==> config.mk <==
export PLATFORM = sky130hd
export DESIGN_NAME = ins_fetch_flat
export DESIGN_NICKNAME = d
export VERILOG_FILES = /design/src/rtl/ins_fetch_if.sv /design/src/rtl/ins_fetch.sv /design/src/flat_wrapper.sv
export SDC_FILE = /design/constraint.sdc
export NUM_CORES = 1
export LEC_CHECK = 0
export ABC_AREA = 1
export BUFFER_PORTS_ARGS = -buffer_cell sky130_fd_sc_hd__buf_2
export CAP_MARGIN = 20
export CORE_MARGIN = 2
export CORE_UTILIZATION = 51
export CTS_BUF_LIST = sky130_fd_sc_hd__clkbuf_16
export CTS_CLUSTER_DIAMETER = 80
export CTS_CLUSTER_SIZE = 10
export DETAILED_ROUTE_END_ITERATION = 8
export PLACE_DENSITY = 0.8
export RECOVER_POWER = 25
export SETUP_SLACK_MARGIN = 0.1
export SYNTH_ARGS = -nofsm -noshare
export SYNTH_HDL_FRONTEND = slang
export SYNTH_SLANG_ARGS = --single-unit
==> constraint.sdc <==
create_clock -name clk -period 1.7 [get_ports clk]
set_input_delay 0 -clock clk [delete_from_list [all_inputs] [get_ports clk]]
set_output_delay 0 -clock clk [all_outputs]
set_load 0.05 [all_outputs]
==> src/rtl/ins_fetch_if.sv <==
// ins_fetch_if: control, instruction-memory and IR handshake bundle for ins_fetch.
interface ins_fetch_if #(
   parameter int ADDR_W = 12,
   parameter int DATA_W = 16
);
   logic              start;
   logic              stall;
   logic              jump;
   logic [ADDR_W-1:0] jump_addr;
   logic              mem_req;
   logic [ADDR_W-1:0] mem_addr;
   logic              mem_ack;
   logic [DATA_W-1:0] mem_rdata;
   logic              loadIR;
   logic [DATA_W-1:0] insout;
   logic [ADDR_W-1:0] pc;
   logic              busy;
   logic              halted;
   modport master (
      output start, stall, jump, jump_addr, mem_ack, mem_rdata,
      input  mem_req, mem_addr, loadIR, insout, pc, busy, halted
   );
   modport slave (
      input  start, stall, jump, jump_addr, mem_ack, mem_rdata,
      output mem_req, mem_addr, loadIR, insout, pc, busy, halted
   );
endinterface

==> src/rtl/ins_fetch.sv <==
// ins_fetch: single-outstanding instruction fetch FSM with jump redirect, stall and halt.
module ins_fetch #(
   parameter int                ADDR_W   = 12,
   parameter int                DATA_W   = 16,
   parameter logic [ADDR_W-1:0] RESET_PC = '0,
   parameter logic [3:0]        HALT_OP  = 4'hF
) (
   input logic       clk,
   input logic       rst_n,
   ins_fetch_if.slave bus
);
   typedef enum logic [2:0] {IDLE, REQ, LOAD, HOLD, HALT} state_t;
   state_t            state_q, state_d;
   logic [ADDR_W-1:0] pc_q, pc_d, ja_q, ja_d;
   logic [DATA_W-1:0] ins_q, ins_d;
   logic              jp_q, jp_d;
   logic              redirect;
   assign redirect = bus.jump | jp_q;
   always_ff @(posedge clk or negedge rst_n) begin
      if (!rst_n) state_q <= IDLE;
      else        state_q <= state_d;
   end
   always_ff @(posedge clk or negedge rst_n) begin
      if (!rst_n) begin
         pc_q  <= RESET_PC;
         ja_q  <= '0;
         ins_q <= '0;
         jp_q  <= 1'b0;
      end else begin
         pc_q  <= pc_d;
         ja_q  <= ja_d;
         ins_q <= ins_d;
         jp_q  <= jp_d;
      end
   end
   always_comb begin
      state_d = state_q;
      case (state_q)
         IDLE:    state_d = bus.start ? REQ : IDLE;
         REQ:     state_d = (bus.mem_ack && !redirect) ? LOAD : REQ;
         LOAD:    state_d = (ins_q[DATA_W-1 -: 4] == HALT_OP) ? HALT : bus.stall ? HOLD : REQ;
         HOLD:    state_d = bus.stall ? HOLD : REQ;
         HALT:    state_d = bus.start ? REQ : HALT;
         default: state_d = IDLE;
      endcase
   end
   // A jump seen mid-request is parked until the ack retires the stale fetch.
   always_comb begin
      pc_d  = pc_q;
      ja_d  = ja_q;
      ins_d = ins_q;
      jp_d  = jp_q;
      if (state_q == REQ) begin
         if (bus.mem_ack && redirect) begin
            pc_d = bus.jump ? bus.jump_addr : ja_q;
            jp_d = 1'b0;
         end else if (bus.mem_ack) begin
            ins_d = bus.mem_rdata;
            pc_d  = pc_q + ADDR_W'(1);
         end else if (bus.jump) begin
            jp_d = 1'b1;
            ja_d = bus.jump_addr;
         end
      end else if (bus.jump) begin
         pc_d = bus.jump_addr;
      end
   end
   always_comb begin
      bus.mem_req  = state_q == REQ;
      bus.mem_addr = pc_q;
      bus.loadIR   = state_q == LOAD;
      bus.insout   = ins_q;
      bus.pc       = pc_q;
      bus.busy     = state_q == REQ || state_q == LOAD || state_q == HOLD;
      bus.halted   = state_q == HALT;
   end
endmodule

==> src/flat_wrapper.sv <==
// flat-port wrapper written by rule: the top's interface ports become plain ports
module ins_fetch_flat 
#(
   parameter int                ADDR_W   = 12,
   parameter int                DATA_W   = 16,
   parameter logic [ADDR_W-1:0] RESET_PC = '0,
   parameter logic [3:0]        HALT_OP  = 4'hF
)
  (clk, rst_n, bus_start, bus_stall, bus_jump, bus_jump_addr, bus_mem_ack, bus_mem_rdata, bus_mem_req, bus_mem_addr, bus_loadIR, bus_insout, bus_pc, bus_busy, bus_halted);
  ins_fetch_if #(.ADDR_W(ADDR_W), .DATA_W(DATA_W)) bus_i ();
  input logic clk;
  input logic rst_n;
  input wire logic [$bits(bus_i.start)-1:0] bus_start;
  input wire logic [$bits(bus_i.stall)-1:0] bus_stall;
  input wire logic [$bits(bus_i.jump)-1:0] bus_jump;
  input wire logic [$bits(bus_i.jump_addr)-1:0] bus_jump_addr;
  input wire logic [$bits(bus_i.mem_ack)-1:0] bus_mem_ack;
  input wire logic [$bits(bus_i.mem_rdata)-1:0] bus_mem_rdata;
  output wire logic [$bits(bus_i.mem_req)-1:0] bus_mem_req;
  output wire logic [$bits(bus_i.mem_addr)-1:0] bus_mem_addr;
  output wire logic [$bits(bus_i.loadIR)-1:0] bus_loadIR;
  output wire logic [$bits(bus_i.insout)-1:0] bus_insout;
  output wire logic [$bits(bus_i.pc)-1:0] bus_pc;
  output wire logic [$bits(bus_i.busy)-1:0] bus_busy;
  output wire logic [$bits(bus_i.halted)-1:0] bus_halted;
  assign bus_i.start = bus_start;
  assign bus_i.stall = bus_stall;
  assign bus_i.jump = bus_jump;
  assign bus_i.jump_addr = bus_jump_addr;
  assign bus_i.mem_ack = bus_mem_ack;
  assign bus_i.mem_rdata = bus_mem_rdata;
  assign bus_mem_req = bus_i.mem_req;
  assign bus_mem_addr = bus_i.mem_addr;
  assign bus_loadIR = bus_i.loadIR;
  assign bus_insout = bus_i.insout;
  assign bus_pc = bus_i.pc;
  assign bus_busy = bus_i.busy;
  assign bus_halted = bus_i.halted;
  ins_fetch #(.ADDR_W(ADDR_W), .DATA_W(DATA_W), .RESET_PC(RESET_PC), .HALT_OP(HALT_OP)) u_core (.clk(clk), .rst_n(rst_n), .bus(bus_i));
endmodule
==> results by stage <==
Timing:
- The worst path in the final design needs a cycle of 1.48 ns, including I/O delays and setup.
- The number of endpoints with negative hold slack in the final report is 0.
- The clock skew is 0.00421 ns.
- The worst hold margin is 0.0134 ns.
- The max-slew violation total from the final report is 0.
- Dividing the final minimum period by the clock period gives 87.1%.
- The final critical-path setup slack is 0.219 ns.
- Setup violations remaining at the end of the flow were counted as 0.
- The slew at the pin with the worst max-slew slack is 1.08 ns.
- The setup TNS after final layout is 0 ns.
- The achievable clock frequency is 675 MHz.
- The remaining max-slew budget at the tightest pin is ~28%.
- Setup repair after global routing left no endpoint under its margin.

Clocking:
- The clock tree buffer depth is 2.
- The number of buffers inserted to repair setup after CTS is 0.
- Counting every sink on the clock net gives 44.
- The number of H-tree levels is 2.
- Clock tree synthesis inserted a total of 5 buffers.
- The clock root buffer master is sky130_fd_sc_hd__clkbuf_16.
- The clock-pin slew on the worst setup and hold paths is approximately 0.060 ns.
- The clock network latency to the later pin of the worst-skew pair is approximately 0.29 ns.
- TritonCTS built the clock tree.

GRT:
- Summed over all layers, the global routing overflow is 0.
- The first global-routing pass estimated 9970 um of wire.
- The global-route usage over all layers is 24.2%.
- Entering global routing, the biggest net connects 45 pins.
- The number of global-route vias before repair is 2,231.
- The number of antenna violations at the first check in global routing came to 0.

Yosys:
- The share of flip-flops with an asynchronous set or reset is 100%.
- Each instance of the synthesized netlist takes up on average 8.36 um2.
- In this run the biggest area consumer among cell types represents 44.7% of the synthesized area.
- The sequential element share of the synthesized area is 44.7%.
- The number of enable flip-flop cells after synthesis is 0.
- The post-synth net total is 330.
- The number of library cell types mapped by synthesis is 30.
- The number of warning messages in the yosys log is 0.
- The post-synthesis instance total is 295.
- Of all cell types, the one taking the most synthesized area is sky130_fd_sc_hd__dfrtp_1.
- The synthesized netlist occupies a cell area of 2460 um2.
- In the synthesized netlist the dominant register cell turns out to be sky130_fd_sc_hd__dfrtp_1.
- By area the synthesized netlist is led by sky130_fd_sc_hd__dfrtp_1, sky130_fd_sc_hd__nand2_1, sky130_fd_sc_hd__o21ai_0, sky130_fd_sc_hd__mux2_4, sky130_fd_sc_hd__nor2_1.
- The count of state elements after synthesis is 44.

Worst setup path:
- The critical register-to-register path endpoint is u_core.bus.insout[6].
- The highest fanout seen on the critical path is 17.
- The reg2reg setup slack is 0.22 ns.
- The critical path endpoint is u_core.bus.insout[6].
- The worst setup path is of the flop to flop kind.
- The category of the worst setup path capture point is a flop.
- The element type at the critical path start is a flop.
- The endpoint arrival time on the critical path is around 1.7 ns.
- Traced cell by cell, the critical path runs through inv_1, nand3_4, inv_4, nand2_4, mux2_4.
- The required time at the endpoint of the critical path is 1.87 ns.
- On the worst path, the slowest cell contributes a delay of about 0.4 ns.
- The source of the critical timing path is u_core.state_q[2].
- In this run the critical register-to-register path is launched from u_core.state_q[2].
- For this design, the slowest cell found on the critical path is sky130_fd_sc_hd__dfrtp_1.
- Counting cells, the worst reg-to-reg path comes to 5.

Placed design:
- The area after detailed placement is 2820 um2.
- The count of buffers from port buffering is 77.
- Prior to clock tree synthesis, the placed netlist has a worst setup slack of between 0.2 and 0.25 ns.
- After detailed placement, the design holds a cell count of 410.
- The final weighted congestion in routability-driven placement is 0.857.
- Detailed placement finished with a half-perimeter wire length of 3940 um.

Power:
- The cell-internal power is 3.30 mW.
- Summed over all cells, the static leakage comes to 1.60 nW.
- Net switching is a little over half of the power.
- IR analysis of the VDD net gives a maximum drop of 0.00134 V.
- Registers are responsible for 27.4% of the overall power.
- The clock network accounts for a little over an eighth of the total power.
- The power density over cell area is approximately 2300 nW/um2.
- Of the total power, combinational logic draws 59.5%.
- The post-route total power is about 7.3 mW.
- In this run the power spent charging and discharging nets is about 4 mW.

Floorplanning:
- The floorplan step defined a core boundary enclosing between 4000 and 5000 um2.
- The initial utilization of the core area, before any placement, comes to 52.5%.
- From bottom edge to top edge, the die measures 73.5 um.
- The die width is 73.5 um.
- The number of top-level pins is 78.
- The die covers 5410 um2.
- The number of rows created at floorplan is 25.

Drt:
- In this run, the number of DRC markers left after iteration 0 of detailed routing was 128.
- The routed length per instance is between 10 and 15 um.
- The per-cell via count in the routed design is between 5 and 6.
- For this run, the detailed router's first-pass iteration total came to 4.
- After detailed routing, the number of remaining DRC violations is 0.
- The sum of routed wire length over all layers is 5980 um.
- The total number of vias is between 2,000 and 2,500.
- The post-route antenna net violation count is 0.

Layout:
- The fraction of final layout cells sized beyond drive strength 1 is around a third.
- The number of filler instances in the final layout is 380.
- The layout overhead on the synthesized area is 27.9%.
- Once layout is done, the placed cells without fillers occupy 3150 um2.
- Once layout is complete, the utilization of the core stands at 67.2%.
- The total number of nets in the final design is roughly 420.
- Once layout is complete, the cells apart from fillers number 437.
- The diode insertion count for antenna repair is 0.

Hold path:
- The type of the most critical hold path is input pin to flop.

Run:
- Max-cap violations in this run came to 0.

Status:
- The flow ran to the end, and the final reports show no timing, DRC or antenna violations.
==> critical path: cells and delay by family, from the launching register on <==
| kind | cells | cell delay, ns |
|---|---|---|
| buffers and inverters | 2 | 0.27 |
| DFF | 1 | 0.41 |
| muxes | 1 | 0.35 |
| and+or+nand+nor | 2 | 0.33 |
==> logic make-up (layout without fill, tap and decap cells) <==
kind of cell    after synthesis  after routing  synth area share (%)
simple gates                118            118                  21.1
buf+inv                      53            141                  11.1
xor+xnor                      4              4                  1.42
fa+ha+maj                     1              1                 0.508
flops                        44             44                  44.7
compound gates               59             59                  12.5
mux                          16             16                  8.68
==> synthesized netlist by cell type, types with 2 or more instances <==
master / instances
sky130_fd_sc_hd__nor2_1: 30
sky130_fd_sc_hd__mux2_2: 7
sky130_fd_sc_hd__buf_2: 6
sky130_fd_sc_hd__dfrtp_1: 44
sky130_fd_sc_hd__o21ai_0: 33
sky130_fd_sc_hd__a21oi_1: 22
sky130_fd_sc_hd__buf_6: 2
sky130_fd_sc_hd__nand3_1: 13
sky130_fd_sc_hd__nor2_4: 2
sky130_fd_sc_hd__mux2_4: 9
sky130_fd_sc_hd__buf_4: 13
sky130_fd_sc_hd__nand2_1: 62
sky130_fd_sc_hd__nand3b_1: 3
sky130_fd_sc_hd__inv_1: 28
sky130_fd_sc_hd__o211ai_1: 2
sky130_fd_sc_hd__nand4_1: 3
sky130_fd_sc_hd__xnor2_1: 3
==> registers in the layout, indices dropped and copies added, names as in the netlist <==
register and cells:
u_core.bus.insout 16, u_core.ja_q 12, u_core.state_q 3, u_core.jp_q 1, u_core.bus.mem_addr 12
==> power groups by stage <==
stage | clock network, mW | registers, mW | logic [mW]
global route | 1.01 | 2.06 | 4.66
CTS | 0.963 | 1.98 | 4.32
detailed placement | 0 | 1.98 | 4.27
floorplan | 0 | 3.11 | 2.37
finish | 0.952 | 1.98 | 4.31
global placement | 0 | 1.96 | 4.19
==> final cells by class <==
cell class	count	area, um2	area share (%)
inverters	30	115	3.65
flip-flops and latches	44	1100	35.0
clock inverters	3	18.8	0.595
clock buffers	5	125	3.97
multi-input cells	198	1100	34.8
repair buffers	103	626	19.8
well taps	54	67.6	2.14
==> placed cells by master (no fill, tap or decap) <==
master / n
sky130_fd_sc_hd__nand3b_1: 3
sky130_fd_sc_hd__o211ai_1: 2
sky130_fd_sc_hd__dfrtp_1: 42
sky130_fd_sc_hd__inv_4: 1
sky130_fd_sc_hd__clkbuf_16: 5
sky130_fd_sc_hd__xnor2_1: 3
sky130_fd_sc_hd__buf_4: 6
sky130_fd_sc_hd__nor3_2: 1
sky130_fd_sc_hd__inv_2: 2
sky130_fd_sc_hd__or2_2: 1
sky130_fd_sc_hd__dfrtp_2: 2
sky130_fd_sc_hd__clkbuf_2: 1
sky130_fd_sc_hd__nand2_1: 62
sky130_fd_sc_hd__nor2_1: 29
sky130_fd_sc_hd__inv_1: 27
sky130_fd_sc_hd__nor2_2: 2
sky130_fd_sc_hd__o221ai_1: 1
sky130_fd_sc_hd__nor2_4: 2
sky130_fd_sc_hd__nand3_1: 13
sky130_fd_sc_hd__o21ai_0: 33
sky130_fd_sc_hd__dlygate4sd3_1: 19
sky130_fd_sc_hd__nand3_4: 1
sky130_fd_sc_hd__nand2_4: 1
sky130_fd_sc_hd__nand4_1: 3
sky130_fd_sc_hd__buf_2: 77
sky130_fd_sc_hd__a21oi_1: 22
sky130_fd_sc_hd__xor2_1: 1
sky130_fd_sc_hd__mux2_4: 9
sky130_fd_sc_hd__clkinvlp_4: 2
sky130_fd_sc_hd__mux2_2: 7
sky130_fd_sc_hd__ha_1: 1
sky130_fd_sc_hd__o21ai_2: 1
sky130_fd_sc_hd__clkinv_1: 1
==> timing repair <==
| action | in CTS | in global routing |
|---|---|---|
| hold buffers | 19 | 0 |
| endpoints found under the setup margin | 0 | 7 |
| gates resized for setup | 0 | 2 |
| hold endpoints to repair | 62 | 0 |
==> layer usage <==
layer	share of wire [%]	GRT usage, %	vias up
li1	-	-	1122
met1	42	29.4	1024
met2	50	41.5	92
met3	6.4	4.80	14
met4	1.8	10.7	0
met5	0	0	-
==> how the worst min path moves through the flow <==
stage	start	to	slack [ns]	cells after the start
2_1_floorplan	rst_n	u_core.bus.insout[0]	-0.30	0
4_1_cts	bus_jump_addr[4]	u_core.bus.mem_addr[4]	0.01	3
5_1_grt	bus_jump_addr[10]	u_core.bus.mem_addr[10]	0.03	3
3_5_place_dp	rst_n	u_core.ja_q[4]	0.11	2
6_report	bus_jump_addr[4]	u_core.bus.mem_addr[4]	0.01	3
3_3_place_gp	rst_n	u_core.ja_q[4]	0.11	2
Note: power is estimated with default switching activity, not from simulation.
